==> src/rtl/ycr_arb_pkg.sv <==
// Shared constants and types for the core-interface round-robin arbiter and its response router.
// The arbiter and the response router both use this grant encoding.
package ycr_arb_pkg;

  localparam int unsigned YCR_TREQ     = 2;
  localparam int unsigned YCR_TREQ_DW  = $clog2(YCR_TREQ);
  localparam int unsigned YCR_RESP_DW  = 32;
  localparam int unsigned YCR_ID_DEPTH = 2;

  // Grant bus is one bit wider than the ID; the all-ones pattern means "no grant".
  typedef logic [YCR_TREQ_DW:0]   ycr_gnt_t;
  typedef logic [YCR_TREQ_DW-1:0] ycr_id_t;

  localparam ycr_gnt_t GRANTX = '1;

  // Bit positions inside the sticky err_flag vector.
  localparam int unsigned ERR_OVF  = 0;
  localparam int unsigned ERR_ORPH = 1;

endpackage

==> src/rtl/ycr_id_fifo.sv <==
// In-order FIFO of accepted requester IDs, with an occupancy count.
// Pointers carry one extra wrap bit, so full and empty can be told apart without a separate flag.
module ycr_id_fifo
  import ycr_arb_pkg::*;
#(
  parameter  int unsigned WIDTH = YCR_TREQ_DW,
  parameter  int unsigned DEPTH = YCR_ID_DEPTH,
  localparam int unsigned AW    = $clog2(DEPTH),
  localparam int unsigned PW    = AW + 1
) (
  input  logic             clk,
  input  logic             rstn,
  input  logic             push_i,
  input  logic             pop_i,
  input  logic [WIDTH-1:0] wdata_i,
  output logic [WIDTH-1:0] rdata_o,
  output logic             full_o,
  output logic             empty_o,
  output logic [PW-1:0]    cnt_o
);

  logic [WIDTH-1:0] mem_q [DEPTH];
  logic [PW-1:0]    wr_ptr_q, wr_ptr_d;
  logic [PW-1:0]    rd_ptr_q, rd_ptr_d;

  always_comb begin
    wr_ptr_d = wr_ptr_q;
    rd_ptr_d = rd_ptr_q;
    if (push_i) wr_ptr_d = wr_ptr_q + 1'b1;
    if (pop_i)  rd_ptr_d = rd_ptr_q + 1'b1;
  end

  always_ff @(posedge clk) begin
    if (!rstn) begin
      wr_ptr_q <= '0;
      rd_ptr_q <= '0;
    end else begin
      wr_ptr_q <= wr_ptr_d;
      rd_ptr_q <= rd_ptr_d;
    end
  end

  // A push while full is accepted only alongside a pop. The head is read before the edge, so
  // overwriting the slot that is being popped is safe.
  always_ff @(posedge clk) begin
    if (rstn && push_i) mem_q[wr_ptr_q[AW-1:0]] <= wdata_i;
  end

  // The head is read asynchronously, so the router can steer a response in the cycle it arrives.
  assign rdata_o = mem_q[rd_ptr_q[AW-1:0]];
  assign empty_o = (wr_ptr_q == rd_ptr_q);
  assign full_o  = (wr_ptr_q[AW] != rd_ptr_q[AW]) && (wr_ptr_q[AW-1:0] == rd_ptr_q[AW-1:0]);
  assign cnt_o   = wr_ptr_q - rd_ptr_q;

endmodule

==> src/rtl/ycr_resp_router.sv <==
// Returns downstream responses to requesters in the order their requests were accepted.
// YCR_RESP_ROUTER_REG_EN: defined = registered response outputs (1-cycle latency); undefined = combinational.
module ycr_resp_router
  import ycr_arb_pkg::*;
#(
  parameter  int unsigned TREQ    = YCR_TREQ,
  parameter  int unsigned TREQ_DW = $clog2(TREQ),
  parameter  int unsigned DW      = YCR_RESP_DW,
  parameter  int unsigned DEPTH   = YCR_ID_DEPTH,
  localparam int unsigned CW      = $clog2(DEPTH) + 1
) (
  input  logic               clk,
  input  logic               rstn,
  input  logic [TREQ_DW:0]   req_id,
  input  logic               req_ack,
  input  logic               lack,
  input  logic [DW-1:0]      ldata,
  input  logic               lerr,
  output logic [TREQ-1:0]    resp_ack,
  output logic [DW-1:0]      resp_data,
  output logic [TREQ-1:0]    resp_err,
  output logic               id_full,
  output logic [CW-1:0]      outst_cnt,
  output logic [1:0]         err_flag
);

  localparam logic [TREQ_DW:0] NO_GNT = {(TREQ_DW+1){1'b1}};

  logic               id_valid;
  logic               push_req;
  logic               cut_thru;
  logic               fifo_push;
  logic               fifo_pop;
  logic               fifo_full;
  logic               fifo_empty;
  logic [TREQ_DW-1:0] fifo_head;
  logic               ovf_evt;
  logic               orph_evt;
  logic               route_vld;
  logic [TREQ_DW-1:0] route_id;
  logic [TREQ-1:0]    route_ack;
  logic [TREQ-1:0]    route_err;
  logic [1:0]         err_flag_q, err_flag_d;

  assign id_valid = (req_id != NO_GNT);
  assign push_req = req_ack & id_valid;
  assign fifo_pop = lack & ~fifo_empty;
  // An empty FIFO answered in the same cycle as it is loaded never stores the ID.
  assign cut_thru = lack & fifo_empty & push_req;
  // When full, a push is accepted only alongside a pop, which frees a slot on the same edge.
  assign fifo_push = push_req & ~cut_thru & (~fifo_full | fifo_pop);
  assign ovf_evt   = push_req & fifo_full & ~fifo_pop;
  assign orph_evt  = (req_ack & ~id_valid) | (lack & fifo_empty & ~push_req);

  assign route_vld = fifo_pop | cut_thru;
  assign route_id  = fifo_pop ? fifo_head : req_id[TREQ_DW-1:0];

  ycr_id_fifo #(
    .WIDTH (TREQ_DW),
    .DEPTH (DEPTH)
  ) u_id_fifo (
    .clk     (clk),
    .rstn    (rstn),
    .push_i  (fifo_push),
    .pop_i   (fifo_pop),
    .wdata_i (req_id[TREQ_DW-1:0]),
    .rdata_o (fifo_head),
    .full_o  (fifo_full),
    .empty_o (fifo_empty),
    .cnt_o   (outst_cnt)
  );

  assign id_full = fifo_full;

  for (genvar gi = 0; gi < TREQ; gi++) begin : g_decode
    assign route_ack[gi] = route_vld && (route_id == TREQ_DW'(gi));
    assign route_err[gi] = route_ack[gi] & lerr;
  end

  always_comb begin
    err_flag_d           = err_flag_q;
    err_flag_d[ERR_OVF]  = err_flag_q[ERR_OVF]  | ovf_evt;
    err_flag_d[ERR_ORPH] = err_flag_q[ERR_ORPH] | orph_evt;
  end

  always_ff @(posedge clk) begin
    if (!rstn) err_flag_q <= '0;
    else       err_flag_q <= err_flag_d;
  end

  assign err_flag = err_flag_q;

`ifdef YCR_RESP_ROUTER_REG_EN
  logic [TREQ-1:0] resp_ack_q, resp_err_q;
  logic [DW-1:0]   resp_data_q;

  always_ff @(posedge clk) begin
    if (!rstn) begin
      resp_ack_q  <= '0;
      resp_err_q  <= '0;
      resp_data_q <= '0;
    end else begin
      resp_ack_q  <= route_ack;
      resp_err_q  <= route_err;
      resp_data_q <= ldata;
    end
  end

  assign resp_ack  = resp_ack_q;
  assign resp_err  = resp_err_q;
  assign resp_data = resp_data_q;
`else
  // Outputs are held at zero while reset is asserted, so that no response leaks out.
  assign resp_ack  = rstn ? route_ack : '0;
  assign resp_err  = rstn ? route_err : '0;
  assign resp_data = rstn ? ldata     : '0;
`endif

endmodule

==> config.mk <==
export PLATFORM = sky130hd
export DESIGN_NAME = ycr_resp_router
export DESIGN_NICKNAME = d
export VERILOG_FILES = /design/src/rtl/ycr_arb_pkg.sv /design/src/rtl/ycr_id_fifo.sv /design/src/rtl/ycr_resp_router.sv
export SDC_FILE = /design/constraint.sdc
export NUM_CORES = 1
export LEC_CHECK = 0
export CORE_AREA = 2 2 53 55
export CTS_BUF_LIST = sky130_fd_sc_hd__clkbuf_16
export DETAILED_ROUTE_END_ITERATION = 12
export DIE_AREA = 0 0 55 57
export HOLD_SLACK_MARGIN = 0.12
export PLACE_DENSITY_LB_ADDON = 0.3
export SLEW_MARGIN = 20
export SYNTH_ARGS = -nofsm -noshare
export SYNTH_HDL_FRONTEND = slang
export SYNTH_SLANG_ARGS = --single-unit
==> constraint.sdc <==
create_clock -name clk -period 2.58 [get_ports clk]
set_input_delay 0.258 -clock clk [delete_from_list [all_inputs] [get_ports clk]]
set_output_delay 0.258 -clock clk [all_outputs]
set_load 0.03 [all_outputs]
; Yosys cells after proc, flatten, opt, wreduce, memory -nomap -nowiden
; Memories as Yosys holds them, arrays and structs flattened. A register that Yosys moved wholly into a read port is not among the register bits.
; Index checks and enable logic that the tools add are counted.
[word_totals]
reg_bits = 6
romBits = 0
wordCells = 47
input_bits = 39
out_inout_bits = 41
latch_bits = 0
ram_bits = 2
n_memories = 1
[mem_list]
columns = memory, depth, width, rd, rd_ports_with_merged_regs, write_ports, line_no
row1 = u_id_fifo.mem_q, 2, 1, 1, 1, 1, ycr_id_fifo.sv:22  ; logic [WIDTH-1:0] mem_q [DEPTH];
[op_classes]
n_lt_le_gt_ge = 0
reduce_logical = 4
n_eq_ne = 4
addsub = 3
n_div = 0
n_mul = 0
shifts = 0
mux = 8
n_bitwise = 24
[op_table]
columns = op, count
row1 = 32-bit 2-to-1 mux, 1
row2 = 1-bit bitwise AND, 12
row3 = 1-bit NOT, 7
row4 = 1-bit 2-to-1 mux, 5
row5 = 1-bit bitwise OR, 5
row6 = "2-bit by 1-bit adder with 2-bit output, second input constant", 2
row7 = 1-bit logical AND, 4
row8 = 2-bit 2-to-1 mux, 2
row9 = 2-bit equality test, 1
row10 = "2-bit inequality test, second input constant", 1
row11 = 2-bit subtractor, 1
row12 = 1-bit equality test, 1
row13 = 1-bit inequality test, 1

; Depth between registers and ports, before layout
; Gate-level depths: netlist (run 1).
[logic_depth]
depth_word = 9
depth_mapped = 6
ltp_nobuf = 6

; Modules after synthesis
; Synthesis (run 1) repeated with hierarchy kept, for this count alone.
[hier_totals]
hier_cells = 84
area_unflattened_um2 = 696.9
[by_module_without_submodules]
columns = mod, seq_area_each_um2, cells_each, n_inst, area_per_inst_um2
row1 = ycr_resp_router, 40.0, 54, 1, 381.6
row2 = ycr_id_fifo, 160.2, 30, 1, 315.3

; Worst setup path after synthesis (run 1)
; OpenSTA, ideal clock, no wires.
[synth_timing]
kind = reg-to-output
from = register u_id_fifo.wr_ptr_q[0]
to = output port resp_err[1]
path_stages_with_launch = 6
setup_slack_ns = 0.471
arrival_ns = 1.851
path_cell_list = dfxtp_1 > inv_1 > ha_1 > a21boi_2 > mux2i_1 > nor3b_1
[synth_between]
elab_chain_len = 7
elab_cells_between_ends = 10
[synth_lines]
columns = item, line_no
row1 = "start, declared", ycr_id_fifo.sv:23  ; logic [PW-1:0] wr_ptr_q, wr_ptr_d;
row2 = "start signal, assigned", ycr_id_fifo.sv:38  ; wr_ptr_q <= wr_ptr_d;
row3 = 2-bit equality test (*), ycr_id_fifo.sv:51  ; assign empty_o = (wr_ptr_q == rd_ptr_q);
row4 = 1-bit bitwise AND / 1-bit NOT (equally long branches), "ycr_resp_router.sv:49, ycr_resp_router.sv:47"
row5 = 1-bit bitwise AND (on tied branches), "ycr_resp_router.sv:49, ycr_resp_router.sv:47"
row6 = 1-bit bitwise OR / 1-bit 2-to-1 mux (equally long branches), "ycr_resp_router.sv:55, ycr_resp_router.sv:56"
row7 = 1-bit logical AND (*), ycr_resp_router.sv:76  ; assign route_ack[gi] = route_vld && (route_id == TREQ_DW'(gi));
row8 = 1-bit bitwise AND (*), ycr_resp_router.sv:77  ; assign route_err[gi] = route_ack[gi] & lerr;
row9 = 2-bit 2-to-1 mux (*), ycr_resp_router.sv:115  ; assign resp_err = rstn ? route_err : '0;
row10 = "end, declared", ycr_resp_router.sv:21  ; output logic [TREQ-1:0] resp_err,
; Every way passes the cells marked *; elsewhere a longest branch is shown, timed or not.

; Worst setup path after layout (run 1)
[layout_timing]
from = register u_id_fifo.wr_ptr_q[0]
to = output port id_full
[layout_between]
elab_chain_len = 2
[layout_lines]
columns = item, line_no
row1 = 1-bit equality test, ycr_id_fifo.sv:52  ; assign full_o = (wr_ptr_q[AW] != rd_ptr_q[AW]) && (wr_ptr_q[AW-1:0] == rd_ptr_q[AW-1:0]);
row2 = 1-bit logical AND, ycr_id_fifo.sv:52
row3 = "end, declared", ycr_resp_router.sv:22  ; output logic id_full,
; No other way between the ends.

==> results of run 1 <==
-- critical path, cell delays in order, from the launching register on --
cell	delay, ns
dfxtp_1	0.41
inv_1	0.08
ha_1	0.39
inv_1	0.12
nor2_1	0.14
clkdlybuf4s50_1	0.68
-- kinds of logic (layout without fill, tap and decap cells) --
family          count (synthesis)  after routing  share of synthesized area, %
fa+ha+maj                       1              1                          1.68
simple gates                   50             50                          40.1
xor+xnor                        4              4                          7.58
compound gates                 13             13                          13.0
buf+inv                         8             87                          7.91
flops                           9              9                          26.9
mux                             2              2                          2.86
-- final cells by class --
class,instances,area [µm²]
sequential,9,200
timing repair buffer,80,788
fill,239,1010
inverter,3,11.3
tap,31,38.8
multi-input combinational,70,484
clock buffer,3,75.1
clock inverter,1,5.00
-- power by group through the flow --
| stage | Sequential (W) | Combinational, W | Clock, W |
|---|---|---|---|
| 4_1_cts | 0.000184 | 0.000414 | 0.000282 |
| 2_1_floorplan | 0.000186 | 0.000241 | 0 |
| 5_1_grt | 0.000188 | 0.000440 | 0.000292 |
| 6_report | 0.000185 | 0.000412 | 0.000277 |
| 3_5_place_dp | 0.000186 | 0.000412 | 0 |
| 3_3_place_gp | 0.000184 | 0.000407 | 0 |
-- layout by cell type, fill, tap and decap left out, drive strengths merged, types with 3 or more instances in the layout --
cell type and n:
clkdlybuf4s50 75, and2 35, dfxtp 7, nor2 5, buf 5, nand2 4
o21a 4, inv 3, clkbuf 3, a21boi 3
-- cells in the mapped netlist, types with 2 or more instances --
cell / n / area (µm²)
clkbuf_1: 4 / 15.0
nor2_1: 5 / 18.8
o21a_1: 4 / 30.0
edfxtp_1: 2 / 60.1
nand2_1: 4 / 15.0
dfxtp_1: 7 / 140
and2_1: 35 / 219
inv_1: 3 / 11.3
a21oi_1: 2 / 10.0
a21boi_0: 2 / 15.0
-- layer usage --
metal / routed length, µm / GRT usage, % / vias up
met2: 1330 / 31.1 / 37
met5: 0 / 0 / -
met1: 875 / 16.9 / 402
met4: 63 / 7.32 / 0
met3: 231 / 4.97 / 6
li1: - / - / 445
-- per-stage QoR --
step	std cells	setup slack (ns)	util (%)	power, W
floorplan	87	0.471	-	0.000427
global placement	193	0.471	58.2	0.000591
detailed placement	193	0.436	58.2	0.000598
CTS	197	0.289	61.3	0.000880
global route	197	0.147	61.3	0.000920
finish	197	0.266	61.3	0.000874
-- final timing paths --
check	cells after the start	slack, ns	from	to
setup / recovery	5	0.27	u_id_fifo.wr_ptr_q[0]	id_full
hold / removal	1	0.47	err_flag[1]	err_flag[1]
setup reg to reg	6	0.83	u_id_fifo.wr_ptr_q[0]	u_id_fifo.mem_q[1]
hold reg to reg	1	0.47	err_flag[1]	err_flag[1]
==> metrics.md, run 1 <==
| Metric | Value |
|---|---|
| Clock transition at the registers of the reported paths | `0.04 ns` |
| Synthesized flop and latch total | `9` |
| Worst slew margin | `64.5%` |
| Worst vdd ir | `0.000634 V` |
| Period utilization | `89.7%` |
| Final setup viols | `0` |
| Post-DP Area | `0.00152 mm²` |
| Outcome | `complete, no violations` |
| Psw | `0.000304 W` |
| Antenna cells | `0` |
| Pwr/cell area | `545 mW/mm²` |
| RSZ-0062 raised after global routing | `false` |
| Netlist cell types | `29` |
| Worst hold margin | `0.466 ns` |
| Row count | `19` |
| Ys Warns | `0` |
| Combinational power share | `47.1%` |
| 1st-pass router iterations | `4` |
| Final Instance Area | `0.00160 mm²` |
| Clk_lat worst skew | `0.24 ns` |
| Syn Inst Count | `87` |
| Avg Inst Size Synth | `8.54 µm²` |
| Reg power frac | `21.1%` |
| Vias in the first global route | `833` |
| Synthesis-to-layout area growth | `116%` |
| Post-synth top flop | `dfxtp_1` |
| H-tree depth | `1` |
| Post-Syn Nets | `127` |
| Via/cell ratio | `4.52` |
| Drt total wl | `2.50 mm` |
| Total gr overflow | `0` |
| CTS Hold Bufs | `0` |
| Path type of the worst min-delay path | `reg -> reg` |
| Initial core utilization | `28.4%` |
| Int Power | `0.000570 W` |
| WS Path Type | `reg -> out` |
| MaxCap Viol Count | `0` |
| Initial antenna violation count | `0` |
| Largest net degree at the start of global routing | `43` |
| CTS tree | `done` |
| Period minus WS final | `2.31 ns` |
| Syn Std Cell Area | `743 µm²` |
| Crit-path max FO | `6` |
| FMAX | `0.432 GHz` |
| Worst setup EP type | `output port` |
| Global Route Usage Sum | `17.0%` |
| Drt initial violations | `11` |
| Die H | `57 µm` |
| Post-CTS sizing | `0` |
| Ys async rst share | `0%` |
| Lkg Pwr | `0.637 nW` |
| Seq/Total Area, Yosys | `26.9%` |
| Postcts setup bufs | `0` |
| Share of post-route cells with drive strength above 1 | `7.83%` |
| IO Port Bufs | `79` |
| Post-route ant nets | `0` |
| Root Driver | `clkbuf_16` |
| Sw Ratio | `34.8%` |
| CP Data Required Time | `2.32 ns` |
| Core outline area | `0.00262 mm²` |
| Residual DRC | `0` |
| Startpoint types | `flop` |
| Final Hold Violating Endpoints | `0` |
| Top-Level Pins | `80` |
| Die ar. | `0.00314 mm²` |
| Slew @ Worst Pin | `0.527 ns` |
| Setup TNS | `0 ns` |
| Final Slew Violations | `0` |
| # clock sinks | `9` |
| RePlAce Congestion | `0.784` |
| Vias | `890` |
| Clk_skew | `0.00314 ns` |
| Die width | `55 µm` |
| HPWL Detailed | `2.03 mm` |
| Longest Clk Path Bufs | `2` |
| Clock power frac | `31.7%` |
| WL per Instance | `12.7 µm` |
| CP arrival | `2.06 ns` |
| TritonCTS buffer count | `3` |
| Post-synth EDFFs | `2` |
| Global-route wire length before repair | `3.86 mm` |
| Nets | `207` |
(Power assumes the default switching activity.)
==> run 2, diff against run 1 <==
SLEW_MARGIN = unset   (was 20)
==> results of run 2 <==
Final layout, timing and power as in run 1 (identical DEF).
==> run 3, diff against run 2 <==
ABC_CLOCK_PERIOD_IN_PS = 2580   (was unset)
==> results of run 3 <==
Final layout, timing and power as in run 1 (identical DEF).
